### src/rtl/led_blink_driver.sv
// led_blink_driver: turns one-cycle event pulses into visible LED blinks.
// Events arriving mid-blink are queued (up to 15) and replayed back-to-back.
module led_blink_driver #(
  parameter int ON_TIME        = 7200000,
  parameter int OFF_TIME       = 7200000,
  parameter int LED_ACTIVE_LOW = 0
) (
  input  logic       Fg_CLK,
  input  logic       RESETn,
  input  logic       IntEvent,
  output logic       ExtLED,
  output logic       Busy,
  output logic [3:0] Pending,
  output logic       Overflow
);

  localparam logic [1:0] ST_IDLE = 2'd0;
  localparam logic [1:0] ST_ON   = 2'd1;
  localparam logic [1:0] ST_OFF  = 2'd2;

  localparam logic [25:0] ON_LAST  = 26'(ON_TIME - 1);
  localparam logic [25:0] OFF_LAST = 26'(OFF_TIME - 1);

  localparam logic LED_LIT  = (LED_ACTIVE_LOW != 0) ? 1'b0 : 1'b1;
  localparam logic LED_DARK = ~LED_LIT;

  logic [1:0]  state;
  logic [25:0] cnt;

  logic has_pend;
  logic on_done;
  logic off_done;
  logic direct;
  logic dec;
  logic inc;
  logic start;

  // Decide this edge's queue traffic and whether a blink begins.
  always_comb begin
    has_pend = (Pending != 4'd0);
    on_done  = (state == ST_ON) && (cnt == ON_LAST);
    off_done = (state == ST_OFF) && (cnt == OFF_LAST);
    direct   = (state == ST_IDLE) && !has_pend && IntEvent;
    dec      = has_pend && ((state == ST_IDLE) || off_done);
    inc      = IntEvent && !direct;
    start    = direct || dec;
  end

  // Blink sequencer, event queue counter and registered outputs.
  always_ff @(posedge Fg_CLK or negedge RESETn) begin
    if (!RESETn) begin
      state    <= ST_IDLE;
      cnt      <= 26'd0;
      ExtLED   <= LED_DARK;
      Busy     <= 1'b0;
      Pending  <= 4'd0;
      Overflow <= 1'b0;
    end else begin
      Overflow <= 1'b0;

      unique case (state)
        ST_IDLE: begin
          if (start) begin
            state  <= ST_ON;
            cnt    <= 26'd0;
            ExtLED <= LED_LIT;
            Busy   <= 1'b1;
          end
        end
        ST_ON: begin
          if (on_done) begin
            state  <= ST_OFF;
            cnt    <= 26'd0;
            ExtLED <= LED_DARK;
          end else begin
            cnt <= cnt + 26'd1;
          end
        end
        ST_OFF: begin
          if (off_done) begin
            cnt <= 26'd0;
            if (start) begin
              state  <= ST_ON;
              ExtLED <= LED_LIT;
            end else begin
              state <= ST_IDLE;
              Busy  <= 1'b0;
            end
          end else begin
            cnt <= cnt + 26'd1;
          end
        end
        default: begin
          state  <= ST_IDLE;
          cnt    <= 26'd0;
          ExtLED <= LED_DARK;
          Busy   <= 1'b0;
        end
      endcase

      if (inc && !dec) begin
        if (Pending == 4'd15) begin
          Overflow <= 1'b1;
        end else begin
          Pending <= Pending + 4'd1;
        end
      end else if (dec && !inc) begin
        Pending <= Pending - 4'd1;
      end
    end
  end

endmodule

### config.mk
export PLATFORM = sky130hd
export DESIGN_NAME = led_blink_driver
export DESIGN_NICKNAME = d
export VERILOG_FILES = /design/src/rtl/led_blink_driver.sv
export SDC_FILE = /design/constraint.sdc
export NUM_CORES = 1
export LEC_CHECK = 0
export BUFFER_PORTS_ARGS = -buffer_cell sky130_fd_sc_hd__buf_4
export CAP_MARGIN = 20
export CORE_ASPECT_RATIO = 2
export CORE_MARGIN = 10
export CORE_UTILIZATION = 30
export DETAILED_ROUTE_END_ITERATION = 8
export PLACE_DENSITY = 0.55
export SLEW_MARGIN = 20
export SYNTH_ARGS = -nofsm -noshare
export SYNTH_HDL_FRONTEND = slang
export SYNTH_SLANG_ARGS = --single-unit
### constraint.sdc
create_clock -name Fg_CLK -period 2.8 [get_ports Fg_CLK]
set_input_delay 0 -clock Fg_CLK [delete_from_list [all_inputs] [get_ports Fg_CLK]]
set_output_delay 0 -clock Fg_CLK [all_outputs]
set_load 0.01 [all_outputs]
; ---- Yosys cells after proc, flatten, opt, wreduce, memory -nomap -nowiden
; Index checks and enable logic that the tools add are counted.
[op_classes]
bitwise_logic = 1
reduce_logical = 21
n_eq_ne = 9
n_mux = 22
add_sub_neg = 3
[op_table]
columns = op, count
row1 = $mux 26, 3
row2 = $pmux 26 s3, 1
row3 = $add 26x1->26 const B, 1
row4 = $eq 26x23->1 const B, 1
row5 = $mux 4, 3
row6 = $ne 2x2->1 const B, 5
row7 = $mux 1, 9
row8 = $logic_and 1x1->1, 8
row9 = $mux 2, 3
row10 = $pmux 1 s3, 2
row11 = $pmux 2 s3, 1
row12 = $add 4x1->4 const B, 1
row13 = $eq 4x4->1 const B, 1
row14 = $logic_not 1->1, 4
row15 = $reduce_and 2->1, 2
row16 = $reduce_and 4->1, 1
row17 = $reduce_bool 4->1, 1
row18 = $sub 4x1->4 const B, 1
row19 = $reduce_and 3->1, 1
row20 = $eq 2x1->1 const B, 1
row21 = $eq 2x2->1 const B, 1
row22 = $logic_not 2->1, 1
row23 = $logic_or 1x1->1, 2
row24 = $reduce_bool 2->1, 1
row25 = $not 1->1, 1
[totals]
word_cells = 62
in_bits = 3
out_inout_bits = 7
regBits = 35

; ---- Depth between registers and ports, before layout
; Gate-level depths: netlist of run 1.
[depth]
word_depth = 10
ltp_mapped = 11
depth_no_buf = 11

; ---- Worst setup path after synthesis of run 1
; OpenSTA, ideal clock, no wires.
[synth_timing]
kind = flip-flop to flip-flop
start = register Pending[1]
end = register Pending[3]
n_path_buf = 1
required_ns = 2.720
setup_slack_ns = 0.283
path_stages_with_launch = 10
t_arrival_ns = 2.437
setup_ns = 0.080
synth_period_minus_slack_ns = 2.517
cell_sequence = dfrtp_1 > or4_4 > buf_6 > a31oi_1 > nand2_1 > ha_1 > a21o_1 > a21oi_1 > mux2i_1 > xnor2_1
[synth_via]
elab_chain_cells = 10
elab_cells_between_ends = 20
cone_classes = 2 x add/sub / 2 x eq/ne / 3 x mux / 13 x reduce/logical
[synth_rtl]
columns = item, line
row1 = start: declaration, 13  ; output logic [3:0] Pending,
row2 = start signal: assignment, 105  ; Pending <= Pending + 4'd1;
row3 = start signal: assignment, 108  ; Pending <= Pending - 4'd1;
row4 = $reduce_bool 4->1, 40  ; has_pend = (Pending != 4'd0);
row5 = $logic_not 1->1, 43  ; direct = (state == ST_IDLE) && !has_pend && IntEvent;
row6 = $logic_and 1x1->1 (2 in a row), 43
row7 = $logic_not 1->1, 45  ; inc = IntEvent && !direct;
row8 = $logic_and 1x1->1, 45
row9 = $logic_not 1->1, 107  ; end else if (dec && !inc) begin
row10 = $logic_and 1x1->1, 107
row11 = $reduce_bool 2->1 (no source line), n/a
row12 = $reduce_and 2->1 (no source line), n/a
; Parallel ways exist; a longest one is shown, timed or not. The select of a mux whose other input is x is not followed.
; A chain may end at the register's enable or synchronous reset.

; ---- Worst setup path in the final report of run 1
; Same ends and word-level chain as after synthesis.

==> metrics, run 1 <==
Final Cycle Share=between 90% and 100%; Slew Limit Fails=0; WP data arrival=2.77 ns; H-tree levels=2; post-route ant nets=0; Switch Pwr=around 700 µW; register area=about 880 µm²; worst hold margin=0.0567 ns; Worst Max-Slew Pin Slew=about 0.55 ns; max cap viols=0; floorplan row count=between 40 and 50; Comb pwr share=between 30% and 40%; final setup violation count=0; I/O Pins=10; vias in the first global route=approximately 1,900; antenna violations before repair=0; Sw Ratio=36.2%; Overflow after GRT=0; status=complete, no violations; first-pass GRT wire length=9.46 mm; Fillers=between 700 and 800; Main synth FF type=dfrtp_1; PortBufs=9; largest net degree at the start of global routing=36; Die Y-Extent=roughly 140 µm; root buf cell=clkbuf_16; placed wire-length estimate=between 3 and 4 mm; power density cells=about 770 nW/µm²; DR pass1 iterations=5; clk slew on worst S/H paths=roughly 0.050 ns; share of power burned in registers=between 30% and 40%; Hold Crit Class=in -> reg; critical path launch point type=flip-flop; Leakage=between 0.0009 and 0.001 µW; synthesis-to-finish area growth=13.3%; Finished Layout Cells=340; clk_lat worst skew=around 0.28 ns; DIE WIDTH=a little over 80 µm; fmax=just under 0.4 GHz; Post-Syn Area per Cell=9.24 µm²; WL/cell=16.5 µm; critical path required time=approximately 3.0 ns; synth warn=0; M3 GR Usage=~2.5%; die footprint=11,300 µm²; diode count=0; Synth area leader=dfrtp_1; crit end category=flip-flop; Sink Count=35; Distinct cells, synth=52; Post-Syn Nets=248; worst-case clock buffer depth=2; routed wire length=approximately 5.6 mm; Layout Utilization=between 30% and 40%; Mapped Cells=roughly 240; Most Crowded Layer GR=met2; largest cells by area after synthesis=dfrtp_1 40%, o21ai_0 5.7%, nand2_1 5.0%; TritonCTS clock tree=yes; met2 usage=a little under a fifth; RSZ-0062 raised after global routing=no; Iter 0 DRT Violations=120; placed insts=between 300 and 400; post-synth design cell area=~2200 µm²; ys async rst share=100%; Clock Skews=roughly 0.0056 ns; setup bufs post-CTS=0; GP Congestion=between 0.7 and 0.8; Crit Path Category=reg -> reg; Initial Util=30.4%; Post-synth EDFFs=0; CP max FO=10; Period minus WS final=approximately 2.6 ns; Yosys top cell area share=between 40% and 50%; vias per cell=5.51; r2r setup slk=around 0.24 ns; GR Util met1=a little over a tenth; sequential fraction of the synthesis area=40.0%; total track usage=a little over a tenth; nets=260; Remaining DRCs=0; Overall Power=between 1500 and 2000 µW; peak supply drop=between 0.0003 and 0.0004 V; core outline area=7210 µm²; Int Pwr=between 1000 and 1500 µW; Clk pwr share=a little over a quarter; via count=~1,900; Hold Vio Cnt, Final=0; setup tns final=0 ns; multi-input logic area=1210 µm²; share of layout cells above drive strength 1=between 10% and 20%; Synth Register Bits=35; CTS buffer count=5; Rel. slew slack=a little over three fifths
-- cell usage after synthesis (all sizes together) (3+ instances only) --
| library cell | number |
|---|---|
| o41ai | 5 |
| nor3 | 5 |
| nor4 | 3 |
| nand2b | 3 |
| o31ai | 11 |
| nand2 | 29 |
| and3 | 8 |
| nand3b | 3 |
| nand4 | 5 |
| nor2 | 11 |
| nand3 | 11 |
| a31oi | 7 |
| buf | 9 |
| inv | 8 |
| a21oi | 12 |
| o21ai | 33 |
| dfrtp | 35 |
| ha | 7 |
-- power by group through the flow --
stage / sequential (µW) / clock, µW / combinational (µW)
after floorplan: 671 / 0 / 527
after global placement: 652 / 0 / 743
after detailed placement: 653 / 0 / 756
after CTS: 645 / 538 / 758
after global routing: 661 / 556 / 854
final: 646 / 520 / 756
-- flip-flops by register name, summed over array words and instances (netlist names) --
register	count
state	2
ExtLED	1
Pending	4
Busy	1
Overflow	1
cnt	26
-- through the flow --
step | instance area [µm²] | setup WS [ns]
after floorplan | 2190 | 0.283
after global placement | 2330 | 0.244
after detailed placement | 2330 | 0.158
after CTS | 2470 | 0.148
after global routing | 2480 | 0.0290
final | 2480 | 0.237
-- routing by layer --
layer / vias to the layer above / part of all wire [%]
li1: 907 / -
met1: 925 / 38
met2: 28 / 56
met3: 13 / 3.1
met4: 0 / 3.3
met5: - / 0
-- repair_timing --
item | 4_1_cts | 5_1_grt
endpoints found under the hold margin | 35 | 0
resized for setup | 0 | 3
setup endpoints to repair | 0 | 1
hold buffers | 1 | 0
-- placed cells by master, fill, tap and decap left out, types with 3 or more instances in the layout --
| cell type | synthesis | routed |
|---|---|---|
| nor2_1 | 10 | 10 |
| nand2b_1 | 3 | 3 |
| o41ai_1 | 5 | 5 |
| a21oi_1 | 12 | 12 |
| dfrtp_1 | 35 | 35 |
| nand2_1 | 29 | 28 |
| nor3_1 | 4 | 4 |
| and3_1 | 8 | 8 |
| o21ai_2 | 3 | 3 |
| o21ai_0 | 25 | 25 |
| inv_1 | 8 | 8 |
| nor4_1 | 3 | 3 |
| o31ai_1 | 10 | 10 |
| clkbuf_16 | 0 | 5 |
| buf_4 | 0 | 15 |
| o21ai_1 | 5 | 5 |
| nand3_1 | 9 | 9 |
| nand4_1 | 5 | 5 |
| ha_1 | 7 | 7 |
| a31oi_1 | 7 | 6 |
| nand3b_1 | 3 | 3 |
-- logic make-up (layout without fill, tap and decap cells) --
group | Yosys count | in the layout | synth area share (%)
simple gates | 92 | 92 | 24.9
compound gates | 77 | 77 | 22.2
flops | 35 | 35 | 40.0
buf+inv | 19 | 30 | 5.31
fa+ha+maj | 8 | 8 | 4.91
xor+xnor | 3 | 3 | 1.20
mux | 3 | 3 | 1.49
-- area by class of cell --
class,instances,share of cell area (%)
Clock buffer,6,5.20
Inverter,8,1.21
Timing Repair Buffer,16,4.94
Sequential cell,35,35.3
Multi-Input combinational cell,183,48.7
Tap cell,92,4.64
-- worst paths after layout --
check	from	end	cells after the start
max	Pending[1]	Pending[3]	8
min	IntEvent	Overflow	3
max reg2reg	Pending[1]	Pending[3]	8
min reg2reg	cnt[18]	cnt[18]	1
max in group asynchronous	RESETn	cnt[7]	2
min in group asynchronous	RESETn	cnt[14]	2
-- critical path, stage by stage, from the launching register on --
cell and delay, ns:
dfrtp_1 0.45, or4_4 0.66, a31oi_2 0.25, nand2_2 0.12, ha_1 0.30, a21o_1 0.18, a21oi_1 0.16, mux2i_1 0.24
xnor2_1 0.13
Power figures use the tool's default switching activity.
==> run 2, diff against run 1 <==
- ABC_AREA: not set -> 1
==> metrics, run 2 <==
Int Pwr=1060 µW (-14%); Post-synth EDFFs=0 (unchanged); crit end category=flip-flop; nets=319 (+23%); DIE WIDTH=81.4 µm (+1.2%); Synth Register Bits=35 (unchanged); fmax=0.399 GHz (+2.3%); Fillers=753 (+1.8%); Mapped Cells=294 (+24%); Post-Syn Nets=305 (+23%); Remaining DRCs=0 (unchanged); post-route ant nets=0 (unchanged); Finished Layout Cells=401 (+18%); Switch Pwr=400 µW (-42%); multi-input logic area=1200 µm² (-0.62%); Critical Path Most Common Cell=nand2_1; worst reg2reg endpoint=Pending[3]; vias in the first global route=1,993 (+6.0%); CP max FO=5 (-5); final setup violation count=0 (unchanged); floorplan row count=44 (unchanged); cell area after placement=2410 µm² (+3.6%); Sw Ratio=27.5% (-8.7 points); worst-case clock buffer depth=2 (unchanged); biggest regs=cnt: 26 flops, Pending: 4 flops, state: 2 flops; Crit Path Category=reg -> reg; final instance area=2590 µm² (+4.6%); r2r setup slk=0.29 ns (+0.06 ns); power density cells=562 nW/µm² (-28%); Hold Vio Cnt, Final=0 (unchanged); H-tree levels=2 (unchanged); Setup crit end=Pending[3]; first-pass GRT wire length=9.15 mm (-3.3%); root buf cell=clkbuf_16; most common cell after layout, fill and taps aside=nand2_1; Comb pwr share=15.7% (-24 points); routed wire length=5.59 mm (-0.36%); synthesis-to-finish area growth=14.8%; setup bufs post-CTS=0 (unchanged); Rel. slew slack=68.3% (+5.0 points); Hold Crit Class=in -> reg; PortBufs=9 (unchanged); Clk pwr share=43.8% (+17 points); reg-to-reg critical path startpoint=cnt[0]; GP Congestion=0.892 (+17%); CTS buffer count=5 (unchanged); placed wire-length estimate=4.33 mm (+9.6%); critical path required time=2.98 ns (-0.02 ns); clk_lat worst skew=0.28 ns (about the same); via count=1,972 (+5.3%); share of power burned in registers=40.5% (+6.9 points); TritonCTS clock tree=yes; status=complete, no violations; core outline area=7320 µm² (+1.5%); Crit-path slowest cell=dfrtp_1; Yosys top cell area share=38.8% (-1.2 points); diode count=0 (unchanged); die footprint=11,600 µm² (+2.5%); ys async rst share=100% (unchanged); worst reg2reg path depth=18 (+10); sequential fraction of the synthesis area=38.8% (-1.2 points); WP data arrival=2.68 ns (-0.09 ns); max cap viols=0 (unchanged); Distinct cells, synth=33 (-37%); Synth area leader=dfrtp_1; most common cell in the netlist=nand2_1; Iter 0 DRT Violations=97 (-19%); Initial Util=30.8% (+0.48 points); post-synth design cell area=2260 µm² (+3.1%); Overflow after GRT=0 (unchanged); Post-Syn Area per Cell=7.68 µm² (-17%); Leakage=0.00123 µW (+26%); DR pass1 iterations=4 (-1); Main synth FF type=dfrtp_1; max reg flops=26 (unchanged); largest cells by area after synthesis=dfrtp_1 39%, nand2_1 9.3%, inv_1 6.0%; max incr delay on CP=0.38 ns (-0.28 ns); total track usage=10.1% (-0.39 points); commonest cells after routing, fill and taps aside=56 x nand2_1, 36 x inv_1, 35 x dfrtp_1; antenna violations before repair=0 (unchanged); setup tns final=0 ns (unchanged); Post-synth top cells=56 x nand2_1, 36 x inv_1, 35 x dfrtp_1; Worst Max-Slew Pin Slew=0.476 ns (-0.0730 ns); Final Cycle Share=89.5% (-2.0 points); Sink Count=35 (unchanged); critical path launch point type=flip-flop; Worst Hold Launch=IntEvent; clk slew on worst S/H paths=0.06 ns (about the same); critical-path cell list=ha_1, nand2_1, nor2_1, nand2_2, nor2_2, nand2_2, nand2_2, nand2_2, nand2_1, ha_1, nand2_1, nand2_1, a31oi_1, inv_1, nand2_1, nand3_1, nand2_1, nand2_1; Setup crit start=cnt[0]; Slew Limit Fails=0 (unchanged); RSZ-0062 raised after global routing=no; largest net degree at the start of global routing=36 (unchanged); share of layout cells above drive strength 1=16.2% (-0.35 points); register area=876 µm² (unchanged); Die Y-Extent=143 µm (+1.3%); Clock Skews=0.00626 ns (+0.000678 ns); Period minus WS final=2.51 ns (-0.0573 ns); synth warn=0 (unchanged); most flop-heavy register=cnt; peak supply drop=0.000376 V (+20%); I/O Pins=10 (unchanged); placed insts=392 (+18%); vias per cell=4.92 (-11%); WL/cell=13.9 µm (-16%)
run 2: cell types whose count changed after synthesis, moves of 8 or more:
cell / before / now
inv_1: 8 / 36
nand2_1: 29 / 56
nor2_1: 10 / 29
o21ai_0: 25 / 7
nand3_1: 9 / 24
nor2_2: 1 / 11
o31ai_1: 10 / 0
and3_1: 8 / 0
nand4_1: 5 / 13
run 2: worst min path at each step:
| stage | endpoint | slack, ns | cells after the start |
|---|---|---|---|
| 4_1_cts | ExtLED | 0.20 | 5 |
| 2_1_floorplan | Busy | -0.30 | 0 |
| 3_3_place_gp | Overflow | -0.008 | 1 |
| 3_5_place_dp | Pending[0] | -0.007 | 1 |
| 6_report | ExtLED | 0.20 | 5 |
| 5_1_grt | Pending[0] | 0.27 | 2 |
run 2: what timing repair did:
action / in CTS / in global routing
hold buffers: 1 / 0
resized for setup: 0 / 0
hold endpoints to repair: 35 / 0
run 2: cell type report:
cell class              instances  share of cell area [%]
well taps                      92                    4.44
inverters                      39                    5.74
multi-input cells             216                    46.3
flip-flops and latches         35                    33.8
repair buffers                 11                    3.28
clock inverters                 3                    1.69
clock buffers                   5                    4.82
run 2: kinds of logic (layout without fill, tap and decap cells):
kind of cell	after synthesis	after routing	share of synthesized area, %
AOI/OAI and AO/OA	35	35	8.98
xor gates and xnor gates	10	10	3.88
adders and majority gates	8	8	4.76
buffers and inverters	43	58	8.09
DFF	35	35	38.8
and+or+nand+nor	163	163	35.5
run 2: power by group through the flow:
stage / Sequential [µW] / Clock [µW] / Combinational (µW)
after floorplan: 598 / 0 / 123
final: 590 / 639 / 229
after global placement: 599 / 0 / 226
after global routing: 597 / 668 / 261
after detailed placement: 598 / 0 / 234
after CTS: 591 / 652 / 234
run 2: routing by layer:
layer | share of wire (%) | vias to the layer above | GRT usage [%]
li1 | - | 989 | -
met1 | 36 | 926 | 9.37
met2 | 55 | 39 | 18.5
met3 | 3.5 | 18 | 2.14
met4 | 4.7 | 0 | 7.33
met5 | 0 | - | 0
run 2: metrics by stage:
step / total power (µW) / utilization [%] / hold slack, ns / setup slack (ns)
finish: 1460 / 35.4 / 0.201 / 0.294
global route: 1530 / 35.4 / 0.266 / 0.0397
CTS: 1480 / 35.4 / 0.199 / 0.300
detailed placement: 832 / 33.0 / -0.00654 / 0.301
global placement: 826 / 33.0 / -0.00809 / 0.418
floorplan: 721 / - / -0.296 / 0.570
run 2: worst max-delay path, delay by kind of cell (launching register included):
kind | cells | cell delay (ns)
AOI/OAI and AO/OA | 1 | 0.18
adders and majority gates | 2 | 0.48
buffers and inverters | 1 | 0.06
DFF | 1 | 0.38
and+or+nand+nor | 14 | 1.29
==> run 3, diff against run 2 <==
- clock period: 2.8 -> 3 ns (I/O delays scaled with it)
==> metrics, run 3 (synthesis results as in run 2) <==
status=complete, no violations; power density cells=524 nW/µm² (-6.6%); floorplan row count=44 (unchanged); Hold Vio Cnt, Final=0 (unchanged); Final Cycle Share=83.5% (-6.0 points); routed wire length=5.60 mm (+0.21%); Slew Limit Fails=0 (unchanged); root buf cell=clkbuf_16; Comb pwr share=15.7% (about the same); nets=319 (unchanged); Sink Count=35 (unchanged); Clock Skews=0.00662 ns (+0.000360 ns); first-pass GRT wire length=9.15 mm (unchanged); TritonCTS clock tree=yes; Die Y-Extent=143 µm (unchanged); max cap viols=0 (unchanged); WL/cell=14.0 µm (+0.21%); Iter 0 DRT Violations=102 (+5.2%); CP max FO=5 (unchanged); synthesis-to-finish area growth=14.8% (unchanged); Finished Layout Cells=401 (unchanged); Worst Max-Slew Pin Slew=0.473 ns (-0.00310 ns); crit end category=flip-flop; worst-case clock buffer depth=2 (unchanged); clk_lat worst skew=0.28 ns (about the same); Hold Crit Class=in -> reg; Layout Utilization=35.4% (unchanged); antenna violations before repair=0 (unchanged); max reg flops=26 (unchanged); total track usage=10.1% (unchanged); setup tns final=0 ns (unchanged); I/O Pins=10 (unchanged); critical path required time=3.18 ns (+0.20 ns); met2 wire len=3.08 mm (-0.32%); most flop-heavy register=cnt; vias per cell=4.94 (+0.46%); Switch Pwr=374 µW (-6.6%); via count=1,981 (+0.46%); Initial Util=30.8% (unchanged); most common cell after layout, fill and taps aside=nand2_1; Sw Ratio=27.5% (about the same); DR pass1 iterations=4 (unchanged); final setup violation count=0 (unchanged); WP data arrival=2.68 ns (about the same); core outline area=7320 µm² (unchanged); PortBufs=9 (unchanged); Top Metal Used=met4; met3 wire len=206 µm (+4.6%); dpl ws=0.501 ns (+0.200 ns); die footprint=11,600 µm² (unchanged); Int Pwr=987 µW (-6.7%); fin worst setup slack=0.495 ns (+0.200 ns); placed insts=392 (unchanged); Overall Power=1360 µW (-6.6%); Period minus WS final=2.51 ns (-0.0000510 ns); Leakage=0.00123 µW (unchanged); vias in the first global route=1,993 (unchanged); commonest cells after routing, fill and taps aside=56 x nand2_1, 36 x inv_1, 35 x dfrtp_1; hold_buf cts=1 (unchanged); biggest regs=cnt: 26 flops, Pending: 4 flops, state: 2 flops; placed wire-length estimate=4.33 mm (about the same); fmax=0.399 GHz (about the same); post-route ant nets=0 (unchanged); RSZ-0062 raised after global routing=no; H-tree levels=2 (unchanged); Clk pwr share=43.9% (about the same); peak supply drop=0.000351 V (-6.6%); diode count=0 (unchanged); Crit Path Category=reg -> reg; critical path launch point type=flip-flop; Remaining DRCs=0 (unchanged); CTS buffer count=5 (unchanged); largest net degree at the start of global routing=36 (unchanged); DIE WIDTH=81.4 µm (unchanged); post-cts resize count=0 (unchanged); Rel. slew slack=68.5% (+0.21 points); setup bufs post-CTS=0 (unchanged); clk slew on worst S/H paths=0.06 ns (about the same); share of power burned in registers=40.5% (about the same); GP Congestion=0.892 (about the same); M1 WL=2.05 mm (+0.69%); Overflow after GRT=0 (unchanged); share of layout cells above drive strength 1=16.2% (unchanged)
-- run 3: path summary, 6_finish.rpt --
check                           startpoint          to  slack (ns)  cells past startpoint
worst max-delay path                cnt[0]  Pending[3]        0.49                     18
worst min-delay path              IntEvent      ExtLED        0.20                      5
worst min register to register        Busy        Busy        0.50                      2
min in group asynchronous           RESETn  Pending[0]        0.21                      2
max in group asynchronous           RESETn     cnt[15]        2.44                      2
worst max register to register      cnt[0]  Pending[3]        0.49                     18
-- run 3: metal layers --
layer | global-route usage [%] | vias up
li1 | - | 991
met1 | 9.37 | 929
met2 | 18.5 | 43
met3 | 2.14 | 18
met4 | 7.33 | 0
met5 | 0 | -
-- run 3: cell type report --
| cell class | instances | area, µm² |
|---|---|---|
| clock buffers | 5 | 125 |
| well taps | 92 | 115 |
| inverters | 39 | 149 |
| clock inverters | 3 | 43.8 |
| flip-flops and latches | 35 | 876 |
| fillers | 752 | 4730 |
| multi-input cells | 216 | 1200 |
| repair buffers | 11 | 85.1 |
-- run 3: worst max-delay path, stage by stage, from the launching register on --
cell,delay (ns)
dfrtp_1,0.38
ha_1,0.18
nand2_1,0.06
nor2_1,0.16
nand2_2,0.12
nor2_2,0.13
nand2_2,0.10
nand2_2,0.09
nand2_2,0.07
nand2_1,0.16
ha_1,0.30
nand2_1,0.08
nand2_1,0.05
a31oi_1,0.18
inv_1,0.06
nand2_1,0.09
nand3_1,0.08
nand2_1,0.06
nand2_1,0.04
-- run 3: power by group through the flow --
stage / Sequential [µW] / Combinational [µW] / Clock [µW]
6_report: 550 / 213 / 597
5_1_grt: 557 / 244 / 623
4_1_cts: 551 / 218 / 609
3_5_place_dp: 558 / 219 / 0
3_3_place_gp: 559 / 211 / 0
2_1_floorplan: 558 / 115 / 0
-- run 3: stage by stage --
step           hold WS (ns)  area (µm²)
2_1_floorplan        -0.296        2260
3_3_place_gp       -0.00809        2410
3_5_place_dp       -0.00654        2410
4_1_cts               0.199        2590
5_1_grt               0.266        2590
6_report              0.201        2590
